<file path="src/rtl/sample_stream_buffer_pkg.sv">
// Shared types and helpers for the FIR output sample stream buffer.
// Provides the sample word type and the valid/ready beat helper.
package Stream_p;

   localparam int OUT_WIDTH = 12;

   typedef logic [OUT_WIDTH-1:0] sample_t;

   // A transfer completes on any cycle where both sides agree.
   function automatic logic beat(input logic valid, input logic ready);
      return valid && ready;
   endfunction

endpackage

</file>
<file path="src/rtl/sample_stream_buffer_fifo_ram.sv">
// DEPTH x WIDTH register array: synchronous write, asynchronous read.
// Ports: clk, we/waddr/wdata write port, raddr/rdata read port.
module sample_fifo_ram #(
   parameter int WIDTH = 12,
   parameter int DEPTH = 16,
   localparam int AW = $clog2(DEPTH)
) (
   input  logic             clk,
   input  logic             we,
   input  logic [AW-1:0]    waddr,
   input  logic [WIDTH-1:0] wdata,
   input  logic [AW-1:0]    raddr,
   output logic [WIDTH-1:0] rdata
);

   logic [WIDTH-1:0] mem_q [DEPTH];

   always_ff @(posedge clk) begin
      if (we) mem_q[waddr] <= wdata;
   end

   assign rdata = mem_q[raddr];

endmodule

</file>
<file path="src/rtl/sample_stream_buffer.sv">
// Captures FIR output samples after warm-up, queues them in a FWFT FIFO.
// Ports: clk/rst, in_sample/in_strobe/in_valid, out_* stream, level, overflow, drop_count.
module sample_stream_buffer
   import Stream_p::*;
#(
   parameter int WIDTH  = OUT_WIDTH,
   parameter int DEPTH  = 16,
   parameter int SKIP   = 2,
   parameter int DROP_W = 8,
   localparam int AW    = $clog2(DEPTH),
   localparam int LW    = $clog2(DEPTH) + 1
) (
   input  logic              clk,
   input  logic              rst,
   input  logic [WIDTH-1:0]  in_sample,
   input  logic              in_strobe,
   input  logic              in_valid,
   output logic [WIDTH-1:0]  out_data,
   output logic              out_valid,
   input  logic              out_ready,
   output logic [LW-1:0]     level,
   output logic              overflow,
   output logic [DROP_W-1:0] drop_count
);

   localparam int SKW = (SKIP < 1) ? 1 : $clog2(SKIP + 1);

   logic [SKW-1:0]    skip_q, skip_d;
   logic [AW-1:0]     wr_ptr_q, wr_ptr_d;
   logic [AW-1:0]     rd_ptr_q, rd_ptr_d;
   logic [LW-1:0]     level_q, level_d;
   logic              ovf_q, ovf_d;
   logic [DROP_W-1:0] drop_q, drop_d;

   logic accept, full, rd, wr, drop;

   assign out_valid = (level_q != '0);
   assign full      = (level_q == LW'(DEPTH));
   assign rd        = beat(out_valid, out_ready);
   assign accept    = in_strobe && in_valid && (skip_q == SKW'(SKIP));
   // A full FIFO still takes the sample if a slot frees this cycle.
   assign wr        = accept && (!full || rd);
   assign drop      = accept && !wr;

   always_comb begin
      skip_d   = skip_q;
      wr_ptr_d = wr_ptr_q;
      rd_ptr_d = rd_ptr_q;
      level_d  = level_q;
      ovf_d    = ovf_q;
      drop_d   = drop_q;

      // Warm-up gate re-arms whenever the filter output goes invalid.
      if (!in_valid)
         skip_d = '0;
      else if (in_strobe && (skip_q < SKW'(SKIP)))
         skip_d = skip_q + SKW'(1);

      if (wr) wr_ptr_d = wr_ptr_q + AW'(1);
      if (rd) rd_ptr_d = rd_ptr_q + AW'(1);

      unique case ({wr, rd})
         2'b10:   level_d = level_q + LW'(1);
         2'b01:   level_d = level_q - LW'(1);
         default: level_d = level_q;
      endcase

      if (drop) begin
         ovf_d = 1'b1;
         if (drop_q != {DROP_W{1'b1}})
            drop_d = drop_q + DROP_W'(1);
      end
   end

   always_ff @(posedge clk) begin
      if (rst) begin
         skip_q   <= '0;
         wr_ptr_q <= '0;
         rd_ptr_q <= '0;
         level_q  <= '0;
         ovf_q    <= 1'b0;
         drop_q   <= '0;
      end else begin
         skip_q   <= skip_d;
         wr_ptr_q <= wr_ptr_d;
         rd_ptr_q <= rd_ptr_d;
         level_q  <= level_d;
         ovf_q    <= ovf_d;
         drop_q   <= drop_d;
      end
   end

   // Reset gating of wr keeps a strobe in the reset cycle out of memory
   // semantically; the pointer reset makes any stray write unreachable.
   sample_fifo_ram #(
      .WIDTH(WIDTH),
      .DEPTH(DEPTH)
   ) u_ram (
      .clk  (clk),
      .we   (wr && !rst),
      .waddr(wr_ptr_q),
      .wdata(in_sample),
      .raddr(rd_ptr_q),
      .rdata(out_data)
   );

   assign level      = level_q;
   assign overflow   = ovf_q;
   assign drop_count = drop_q;

endmodule

</file>
<file path="config.mk">
export PLATFORM = sky130hd
export DESIGN_NAME = sample_stream_buffer
export DESIGN_NICKNAME = d
export VERILOG_FILES = /design/src/rtl/sample_stream_buffer_pkg.sv /design/src/rtl/sample_stream_buffer_fifo_ram.sv /design/src/rtl/sample_stream_buffer.sv
export SDC_FILE = /design/constraint.sdc
export NUM_CORES = 1
export LEC_CHECK = 0
export BUFFER_PORTS_ARGS = -buffer_cell sky130_fd_sc_hd__buf_2
export CORE_MARGIN = 3
export CORE_UTILIZATION = 55
export CTS_CLUSTER_SIZE = 14
export DETAILED_ROUTE_END_ITERATION = 10
export PLACE_DENSITY = 0.7
export SYNTH_ARGS = -nofsm -noshare
export SYNTH_HDL_FRONTEND = slang
export SYNTH_SLANG_ARGS = --single-unit
</file>
<file path="constraint.sdc">
create_clock -name clk -period 6.27 [get_ports clk]
set_input_delay 0 -clock clk [delete_from_list [all_inputs] [get_ports clk]]
set_output_delay 0 -clock clk [all_outputs]
set_load 0.02 [all_outputs]
</file>
==> metrics list, run 1 <==
* Run status: completed
- In the synthesized netlist, the cells that appear most often are edfxtp_1 (192), mux4_2 (48), nor2_1 (32), dfxtp_1 (28), a22oi_1 (24).
- Setup slack, reg-to-reg: approximately 3.4 ns
- The die covers 17400 sq um.
* Worst hold endpoint: skip_q[0]
- Ports: 44
* CP startpoint kind: flip-flop
- In the final layout, the share of cells above drive strength 1 is 0.238.
* Gr ovfl total: 0
- Post-cts gate resize count: 0
- Peak Freq: 346 MHz
- Predominant post-synthesis flop cell: edfxtp_1
- In this run, synthesis produced a sequential element count of 220.
- For this design the ratio of total power to cell area is 365 nW/um^2.
* Cell count after synthesis: between 400 and 500
* Final setup fails: 0
- Leak pwr: 3.30 nW
- Hold Vio Cnt, Final: 0
* Top-count cell post-synth: edfxtp_1
* RR Startpoint: skip_q[0]
- In this run the remaining antenna-violating nets after routing total 0.
- For this configuration, the core starts out at a cell density of 0.568.
* Worst R2R Path Depth: 6
- Core area: 15300 sq um
- After legalization and detailed placement, the total HPWL measured 11100 um.
- Max-slew headroom at the worst pin: 0.235
- TritonCTS clock tree: done
* Final critical delay including setup and external delays: ~2.9 ns
* Asr flop ratio synth: 0
* First-pass GRT wire length: 27200 um
- Sequential-to-total area share from yosys stat: 0.728
* Total negative slack for setup checks: 0 ns
- In the routed layout, each cell is associated on average with a via count of roughly 6.
* Critical Setup Path Class: flip-flop to flip-flop
- Average detailed-routed wire length per instance: 22.8 um
- Max Fanout on Critical Path: 12
* CTS sink count: 220
- At the worst endpoint, the required time is 6.38 ns.
* Detailed-routing iteration count for the pre-antenna-repair pass: 4
- Filler cell count: 1068
- Antenna diode instance count: 0
- The first routing iteration left 271 violations.
- STA classifies the critical path endpoint as a flip-flop.
- For the pin with the worst max-slew slack, the measured transition is 1.14 ns.
- Signal arrival time at the worst endpoint: 3.00 ns
* Cell at the root of the clock tree: clkbuf_16
- Counting along the longest clock path gives a buffer depth of 3.
- Post-synth net total: 505
* DRC viols: 0
- In this run the vertical extent of the chip is 132 um.
- Clock-pin slew was measured on the worst setup and hold paths at 0.06 ns.
- The number of max-slew violations in the final report is 0.
* Worst hold stages: 4
* Synthesized area divided by synthesized cell count: 18.2 sq um
- The startpoint identified for the worst hold timing path is in_valid.
- Area fraction of the dominant cell type after synthesis: 0.663
- Post-route fraction of the period consumed by the critical path: 0.462
- Width of the die: 132 um
* Buffers inserted by post-CTS timing repair: 0
- Count of buffers inserted at the top-level ports: 43
- Clock insertion delay at the later pin of the skew report: 0.49 ns
* Number of enable flip-flop cells after synthesis: 192
* Total length of routed wires: 17600 um
* Total global-route track usage: 0.206
- Level count of the clock H-tree: 1
- Counting the buffers created by CTS gives 22.
* Endpoint of the lowest-slack register-to-register path: u_ram.mem_q[4][9]
- Number of nets in the final layout: 572
* Placer congestion estimate: 0.786
- Cell type with the largest total area after synthesis: edfxtp_1
* Via count of the first global-routing pass: 4602
* Number of synthesis warnings: 0
- Antenna violations before repair: 0
- Max-cap violations in this run came to 0.
- Std-Cell Rows: 45
* Core utilization of the finished layout: 0.656
- The cell area that synthesis handed to floorplanning was 8690 sq um.
- Hold WC Path Type: input port to flip-flop
- Setup repair after global routing missed its margin: no
- Detailed routing inserted a total of 4631 vias.
* Setup skew after layout: 0.0109 ns
* Synth area leaders: edfxtp_1 (66%), mux4_2 (12%), dfxtp_1 (6.4%)
- Area overhead of the layout relative to synthesis: 15.5%
* Worst supply voltage drop on vdd: 253 uV
- Summing all placed instances gives a cell area of ~9100 sq um.
- Summing all non-filler instances in the final layout gives an area of 10000 sq um.
- Largest net degree at the start of global routing: 49
- Yosys mapped the design onto 38 distinct sky130hd cell types.
==> stage by stage <==
stage                     std cells  setup slack (ns)  hold WS [ns]  total power, mW
after floorplan                 477              3.84        0.0989             2.18
after global placement          714              3.50         0.297             2.35
after detailed placement        714              3.36         0.315             2.36
after CTS                       771              3.37         0.360             3.71
after global routing            771              3.12         0.386             3.82
final                           771              3.38         0.377             3.67
==> report_power, final <==
part           total, mW  leakage (nW)  internal [mW]  switching (mW)
Clock               1.34         0.369          0.831           0.511
Sequential          1.73          1.95           1.61           0.112
Combinational      0.603         0.974          0.311           0.292
==> routing by layer <==
metal / share of wire / track usage
met1: 0.40 / 0.274
met2: 0.52 / 0.355
met3: 0.063 / 0.0420
met4: 0.021 / 0.0478
met5: 0 / 0
==> kinds of logic after synthesis <==
family / Yosys count / share of synthesized area
xor gates and xnor gates: 7 / 0.00705
and+or+nand+nor: 100 / 0.0590
AOI/OAI and AO/OA: 54 / 0.0427
buffers and inverters: 29 / 0.0128
muxes: 56 / 0.134
DFF: 220 / 0.728
adders and majority gates: 11 / 0.0167
==> final cells by class <==
type,instances,area [sq um],share of cell area
clock buffers,26,587,0.0584
clock inverters,14,166,0.0166
inverters,10,37.5,0.00374
multi-input cells,228,2260,0.225
flip-flops and latches,220,6330,0.630
well taps,211,264,0.0263
repair buffers,62,400,0.0399
==> worst max path at each step <==
stage | to | depth (start not counted) | slack (ns) | from
floorplan | level[4] | 8 | 3.84 | level[0]
global placement | u_ram.mem_q[10][4] | 6 | 3.50 | skip_q[0]
detailed placement | u_ram.mem_q[0][5] | 6 | 3.36 | skip_q[0]
CTS | u_ram.mem_q[13][8] | 6 | 3.37 | skip_q[0]
global route | u_ram.mem_q[13][8] | 5 | 3.12 | skip_q[1]
finish | u_ram.mem_q[4][9] | 6 | 3.38 | skip_q[0]
==> flip-flops by register name (all words and copies together) (netlist names), named ones only <==
register and flops:
wr_ptr_q 4, overflow 1, skip_q 2, rd_ptr_q 4
level 5, drop_count 8, u_ram.mem_q 192
==> critical path: stages, from the launching register on <==
cell     delay (ns)
dfxtp_1        0.32
inv_1          0.06
ha_1           0.21
nand3_1        0.19
a21oi_1        0.53
nand2_1        0.27
nor2_1         0.91
==> what timing repair did <==
| item | 4_1_cts | 5_1_grt |
|---|---|---|
| hold buffers | 17 | 0 |
| setup endpoints to repair | 0 | 0 |
| endpoints found under the hold margin | 210 | 0 |
==> cell usage in the layout (no fill, tap or decap), drive strengths merged, types with 10 or more instances in the layout <==
master,instances
dlygate4sd3,17
ha,10
edfxtp,192
nand2,23
buf,45
mux4,48
a22oi,24
a21oi,11
nor2,32
clkbuf,26
inv,10
clkinv,10
dfxtp,28
Power figures use the tool's default switching activity.
==> run 2, diff against run 1 <==
--- a/config.mk
+++ b/config.mk
@@ -10,7 +10,7 @@
 export CORE_UTILIZATION = 55
 export CTS_CLUSTER_SIZE = 14
 export DETAILED_ROUTE_END_ITERATION = 10
-export PLACE_DENSITY = 0.7
+export PLACE_DENSITY = 0.73
 export SYNTH_ARGS = -nofsm -noshare
 export SYNTH_HDL_FRONTEND = slang
 export SYNTH_SLANG_ARGS = --single-unit
==> constraint.sdc (replaced) <==
create_clock -name clk -period 2.6 [get_ports clk]
set_input_delay 0 -clock clk [delete_from_list [all_inputs] [get_ports clk]]
set_output_delay 0 -clock clk [all_outputs]
set_load 0.02 [all_outputs]
==> metrics list, run 2 (synthesis gave the netlist of run 1 again) <==
* Run status: completed
- Average detailed-routed wire length per instance: around 22 um
* Effective utilization at floorplan: 0.568
* Std-Cell Rows: 45
* Hold WC Path Type: input port to flip-flop
- Clock network power share: 0.343
- Peak Freq: 414 MHz
* Total length of routed wires: around 18000 um
- The worst setup path is captured at an output pin.
* Area taken by multi-input logic gates: 2260 sq um
- After floorplanning, the core was sized to cover between 15000 and 20000 sq um.
- Leak pwr: 3.42 nW
- Post-detailed-placement half-perimeter wirelength: 10700 um
- Antenna diode instance count: 0
- Number of nets in the final layout: 602
- Of the total power, combinational logic draws 0.192.
- In this run the critical register-to-register path is captured at level[3].
- After layout, the minimum clock period comes to 2.41 ns.
* Net load switching power: 2.21 mW
- Antenna violations before repair: 0
* Footprint of the flip-flops and latches: around 6300 sq um
- Of the total power, registers draw 0.466.
- In this run the remaining antenna-violating nets after routing total 0.
* Final setup fails: 0
- Via count of the first global-routing pass: 4878
* Final-layout worst hold slack: 0.362 ns
- Gr ovfl total: 0
- Signal arrival time at the worst endpoint: ~2.4 ns
- Of the total power, the share spent switching nets is 0.256.
* Placer congestion estimate: a little under 0.8
- Worst supply voltage drop on vdd: ~590 uV
- In the global route stage, overall resource usage came out at 0.206.
- For this design the ratio of total power to cell area is 846 nW/um^2.
- STA classifies the critical path startpoint as a flip-flop.
* Endpoint of the most critical setup path: out_data[7]
- Filler cell count: 1031
* Die Span Y: 132 um
- Clock insertion delay at the later pin of the skew report: ~0.5 ns
- The tree is rooted in a clkbuf_16.
* Max-cap violations: 0
- At the pin with the least slew margin, the transition time is 0.707 ns.
- Buffers inserted during clock tree synthesis total 22.
* CTS clk-pin slew, worst paths: about 0.06 ns
- Level count of the clock H-tree: 1
* Critical Setup Path Class: flip-flop to output pin
* RR Startpoint: level[2]
* Largest net degree at the start of global routing: 49
- On the final layout, the worst clock skew is 0.0123 ns.
- Width of the die: 132 um
- Internal Power: 6.42 mW
- Post-route fraction of the period consumed by the critical path: 0.928
- Max Fanout on Critical Path: 18
- Vias after detailed routing: 4706
- Area overhead of the layout relative to synthesis: 17.4%
- Across all register-to-register paths, the minimum setup slack is roughly 0.21 ns.
* First-pass GRT wire length: 27800 um
- The count of final hold-check violations is 0.
- The register with the most flip-flops in the final layout is u_ram.mem_q.
- Routed vias/inst: 5.89
* Core utilization of the finished layout: 0.667
* Max-slew headroom at the worst pin: 0.528
- DRC viols: 0
- CTS sink count: 220
- Ports: between 40 and 50
* Max FFs per register: 192
* Fraction of final layout cells with drive strength greater than 1: 0.272
* Buffers inserted by post-CTS timing repair: 0
* Die ar.: approximately 17000 sq um
* Detailed-routing iteration count for the pre-antenna-repair pass: 8
- Top library cells by usage in the layout, fill and taps aside: edfxtp_1 (192), mux4_2 (48), buf_2 (43), nor2_1 (32), buf_4 (29)
- Leaving out fill and tap cells, the most frequent cell in the layout is edfxtp_1.
* Bufs on Longest Clock Path: 3
- TritonCTS clock tree: done
- Setup repair after global routing left no endpoint under its margin.
* Total negative slack for setup checks: 0 ns
* Worst R2R Path Depth: 8
- Final count of pins violating max slew: 0
- The first routing iteration left 374 violations.
- Count of buffers inserted at the top-level ports: 43
* Required time at the endpoint of the critical path: 2.60 ns
==> run 2: layer usage <==
layer	vias up	track usage	part of all wire
met3	42	0.0378	0.055
li1	2109	-	-
met1	2414	0.287	0.42
met5	-	0	0
met2	141	0.340	0.50
met4	0	0.0595	0.023
==> run 2: worst min path at each step <==
stage / slack [ns] / end / start / cells after the start
2_1_floorplan: 0.1 / u_ram.mem_q[0][0] / in_sample[0] / 0
3_3_place_gp: 0.31 / skip_q[1] / in_strobe / 3
3_5_place_dp: 0.31 / skip_q[0] / in_valid / 3
4_1_cts: 0.33 / skip_q[1] / in_strobe / 4
5_1_grt: 0.40 / skip_q[1] / in_valid / 4
6_report: 0.36 / skip_q[1] / in_valid / 4
==> run 2: final cells by class <==
cell class                 count  share of cell area
tap                          211              0.0259
clock buffer                  26              0.0575
sequential                   220               0.620
multi-input combinational    228               0.221
timing repair buffer          92              0.0641
inverter                      10             0.00368
clock inverter                12             0.00784
==> run 2: repair_timing <==
item,in CTS,in global routing
setup endpoints to repair,0,3
hold endpoints to repair,210,0
hold buffers,17,0
gates resized for setup,0,1
==> run 2: worst max-delay path, stage by stage (launching register included) <==
cell and delay (ns):
dfxtp_4 0.58, buf_12 0.24, mux4_2 0.51, a22oi_1 0.30, nand2_1 0.10, buf_2 0.17
==> run 2: power groups by stage <==
stage	Combinational, mW	Sequential [mW]	Clock [mW]
floorplan	1.20	4.05	0
global placement	1.59	4.09	0
detailed placement	1.64	4.10	0
CTS	1.67	4.03	3.02
global route	1.79	4.04	3.15
finish	1.66	4.02	2.96
==> run 2: metrics by stage <==
stage / setup WS, ns / total power, mW / cell area (sq um) / instances
2_1_floorplan: 0.173 / 5.26 / 8690 / 477
3_3_place_gp: 0.362 / 5.69 / 9370 / 744
3_5_place_dp: 0.210 / 5.74 / 9370 / 744
4_1_cts: 0.0303 / 8.71 / 10200 / 799
5_1_grt: 0.0196 / 8.98 / 10200 / 799
6_report: 0.187 / 8.63 / 10200 / 799
==> run 3, diff against run 2 <==
--- a/config.mk
+++ b/config.mk
@@ -6,6 +6,7 @@
 export NUM_CORES = 1
 export LEC_CHECK = 0
 export BUFFER_PORTS_ARGS = -buffer_cell sky130_fd_sc_hd__buf_2
+export CORE_ASPECT_RATIO = 1.1
 export CORE_MARGIN = 3
 export CORE_UTILIZATION = 55
 export CTS_CLUSTER_SIZE = 14
==> metrics list, run 3 (synthesis gave the netlist of run 1 again) <==
* Power density over the cells: 871 nW/um^2
- Initial detailed-routing violation count: roughly 310
- Signal arrival time at the worst endpoint: 2.77 ns
- CTS clk-pin slew, worst paths: approximately 0.06 ns
* Count of buffers inserted at the top-level ports: 43
- Max FFs per register: 192
- Number of nets in the final layout: 600
- Delay of the slowest cell on the worst path: 0.57 ns
* Die Span Y: 138 um
- In this run the worst setup path begins at level[1].
* Width of the die: 126 um
- The number of max-slew violations in the final report is 0.
* Cells after DPL: 728
- For this run, the number of standard cells in the final layout without fillers is between 700 and 800.
- Data on the critical path is required at its endpoint by 2.95 ns.
- Entering global routing, the biggest net connects 32 pins.
* Effective utilization at floorplan: 0.569
- In the layout the commonest cells are edfxtp_1 (192), mux4_2 (48), buf_2 (43), nor2_1 (32), buf_4 (29).
- Die ar.: 17400 sq um
* CP startpoint kind: flip-flop
- The register with the most flip-flops in the final layout is u_ram.mem_q.
* Library cell contributing the largest single delay on the critical path: or4_4
- Of the cells placed in the final design, the portion with a size suffix greater than 1 is 0.276.
- Leak pwr: 3.45 nW
* Run status: completed
* Commonest non-fill, non-tap cell in the layout: edfxtp_1
- Min-Delay Startpoint: out_ready
- Bufs on Longest Clock Path: 3
- 0 antenna diodes ended up in the layout.
* Ordered list of cells on the worst path: or4_4 -> o211ai_1 -> inv_1 -> fa_1 -> nand3_1 -> nand2_1 -> o211ai_1 -> a31oi_1
* RR Startpoint: level[1]
* Critical Setup Path Class: flip-flop to flip-flop
- The tree built by TritonCTS fans out to 220 sinks.
- Num CTS Buffers: 22
* Vias after detailed routing: 4701
* First-pass GRT wire length: 28000 um
* Setup repair after global routing missed its margin: no
- Across the run, the number of max-cap violations was 0.
- The pre-antenna-repair detailed-routing pass consisted of 5 iterations.
- Worst supply voltage drop on vdd: between 600 and 700 uV
- Post-route fraction of the period consumed by the critical path: 0.931
* Antenna violations before repair: 0
- Hold Vio Cnt, Final: 0
- The clock period could shrink to 2.42 ns.
* Placer congestion estimate: 0.881
- Via count of the first global-routing pass: 4978
- For the final database, setup skew stands at 0.00702 ns.
- Slew at the pin closest to its max-slew limit: 0.687 ns
* Category of cells accounting for the largest share of critical-path delay: simple AND/OR/NAND/NOR gates
- The HPWL after detailed placement is 10700 um.
- Setup crit end kind: flip-flop
- In the final layout, flip-flops and latches occupy 6330 sq um.
- 44 I/O pins were placed.
- The core region is 15300 sq um.
- Area taken by multi-input logic gates: ~2300 sq um
* Average detailed-routed wire length per instance: 23.2 um
- For the worst-skew pair, the clock arrives at the later sink with an insertion delay of 0.49 ns.
- Total global-route track usage: 0.215
* Std-Cell Rows: 47
- Total length of routed wires: 18200 um
- Together, buffers and inverters on the worst path number 1.
- CP most frequent cell: o211ai_1
- Cell at the root of the clock tree: clkbuf_16
- Final setup fails: 0
- Routed Antenna Nets: 0
- After detailed routing, the number of remaining DRC violations is 0.
- Max Fanout on Critical Path: 6
- After clock tree synthesis, the setup repair step added 0 buffers.
* Max-slew headroom at the worst pin: 0.542
* Total negative slack for setup checks: 0 ns
- CTS built an H-tree with a depth of 1.
- The filler cells instantiated in the layout total 997.
- Routed vias/inst: 6.00
- Summed over all layers, the global routing overflow is 0.
* Area overhead of the layout relative to synthesis: 18.0%
* Peak Freq: a little over 400 MHz
- The worst hold path belongs to the class input port to flip-flop.
- TritonCTS built the clock tree.
## run 3: cell types whose count changed in the layout (fill, tap and decap cells not counted)
cell and change:
buf_6 -1, bufinv_16 +3, clkbuf_1 +2, clkbuf_8 +1, clkinv_1 -3, dlygate4sd3_1 -1, inv_6 -1
## run 3: path summary, 6_finish.rpt
check | end | slack, ns | depth (start not counted)
worst max-delay path | level[4] | 0.18 | 8
worst min-delay path | rd_ptr_q[2] | 0.02 | 4
worst max register to register | level[4] | 0.18 | 8
worst min register to register | overflow | 0.46 | 2
## run 3: tightest hold or removal path, delay by kind of cell
family          cells  cell delay, ns
buf+inv             1            0.16
xor+xnor            1            0.07
compound gates      1            0.11
simple gates        1            0.11
## run 3: area by class of cell
class / instances / share of cell area
clock buffer: 29 / 0.0593
clock inverter: 11 / 0.0146
inverter: 10 / 0.00366
multi-input combinational: 228 / 0.220
sequential: 220 / 0.617
tap: 196 / 0.0239
timing repair buffer: 90 / 0.0617
## run 3: layer usage
layer | up-vias | global-route usage | routed length (um) | share of wire
li1 | 2109 | - | - | -
met1 | 2367 | 0.272 | 6900 | 0.38
met2 | 195 | 0.383 | 9560 | 0.53
met3 | 30 | 0.0404 | 1320 | 0.073
met4 | 0 | 0.0667 | 375 | 0.021
met5 | - | 0 | 0 | 0
## run 3: power breakdown
part | internal, mW | switching, mW
logic | 0.840 | 0.861
registers | 3.89 | 0.0851
clock network | 2.04 | 1.23
total | 6.77 | 2.17
## run 3: through the flow
step	setup WS, ns	power [mW]	cell area, sq um	hold slack (ns)	util
after floorplan	0.173	5.26	8690	0.0989	-
after global placement	0.312	5.70	9340	0.294	0.611
after detailed placement	0.200	5.74	9340	0.315	0.611
after CTS	0.188	9.03	10300	0.00859	0.671
after global routing	0.0323	9.29	10300	0.0514	0.671
final	0.181	8.94	10300	0.0202	0.671
## run 3: timing repair
item                                    4_1_cts  5_1_grt
gates resized for setup                       0        0
hold buffers                                 16        0
endpoints found under the setup margin        0        0
endpoints found under the hold margin       203        0
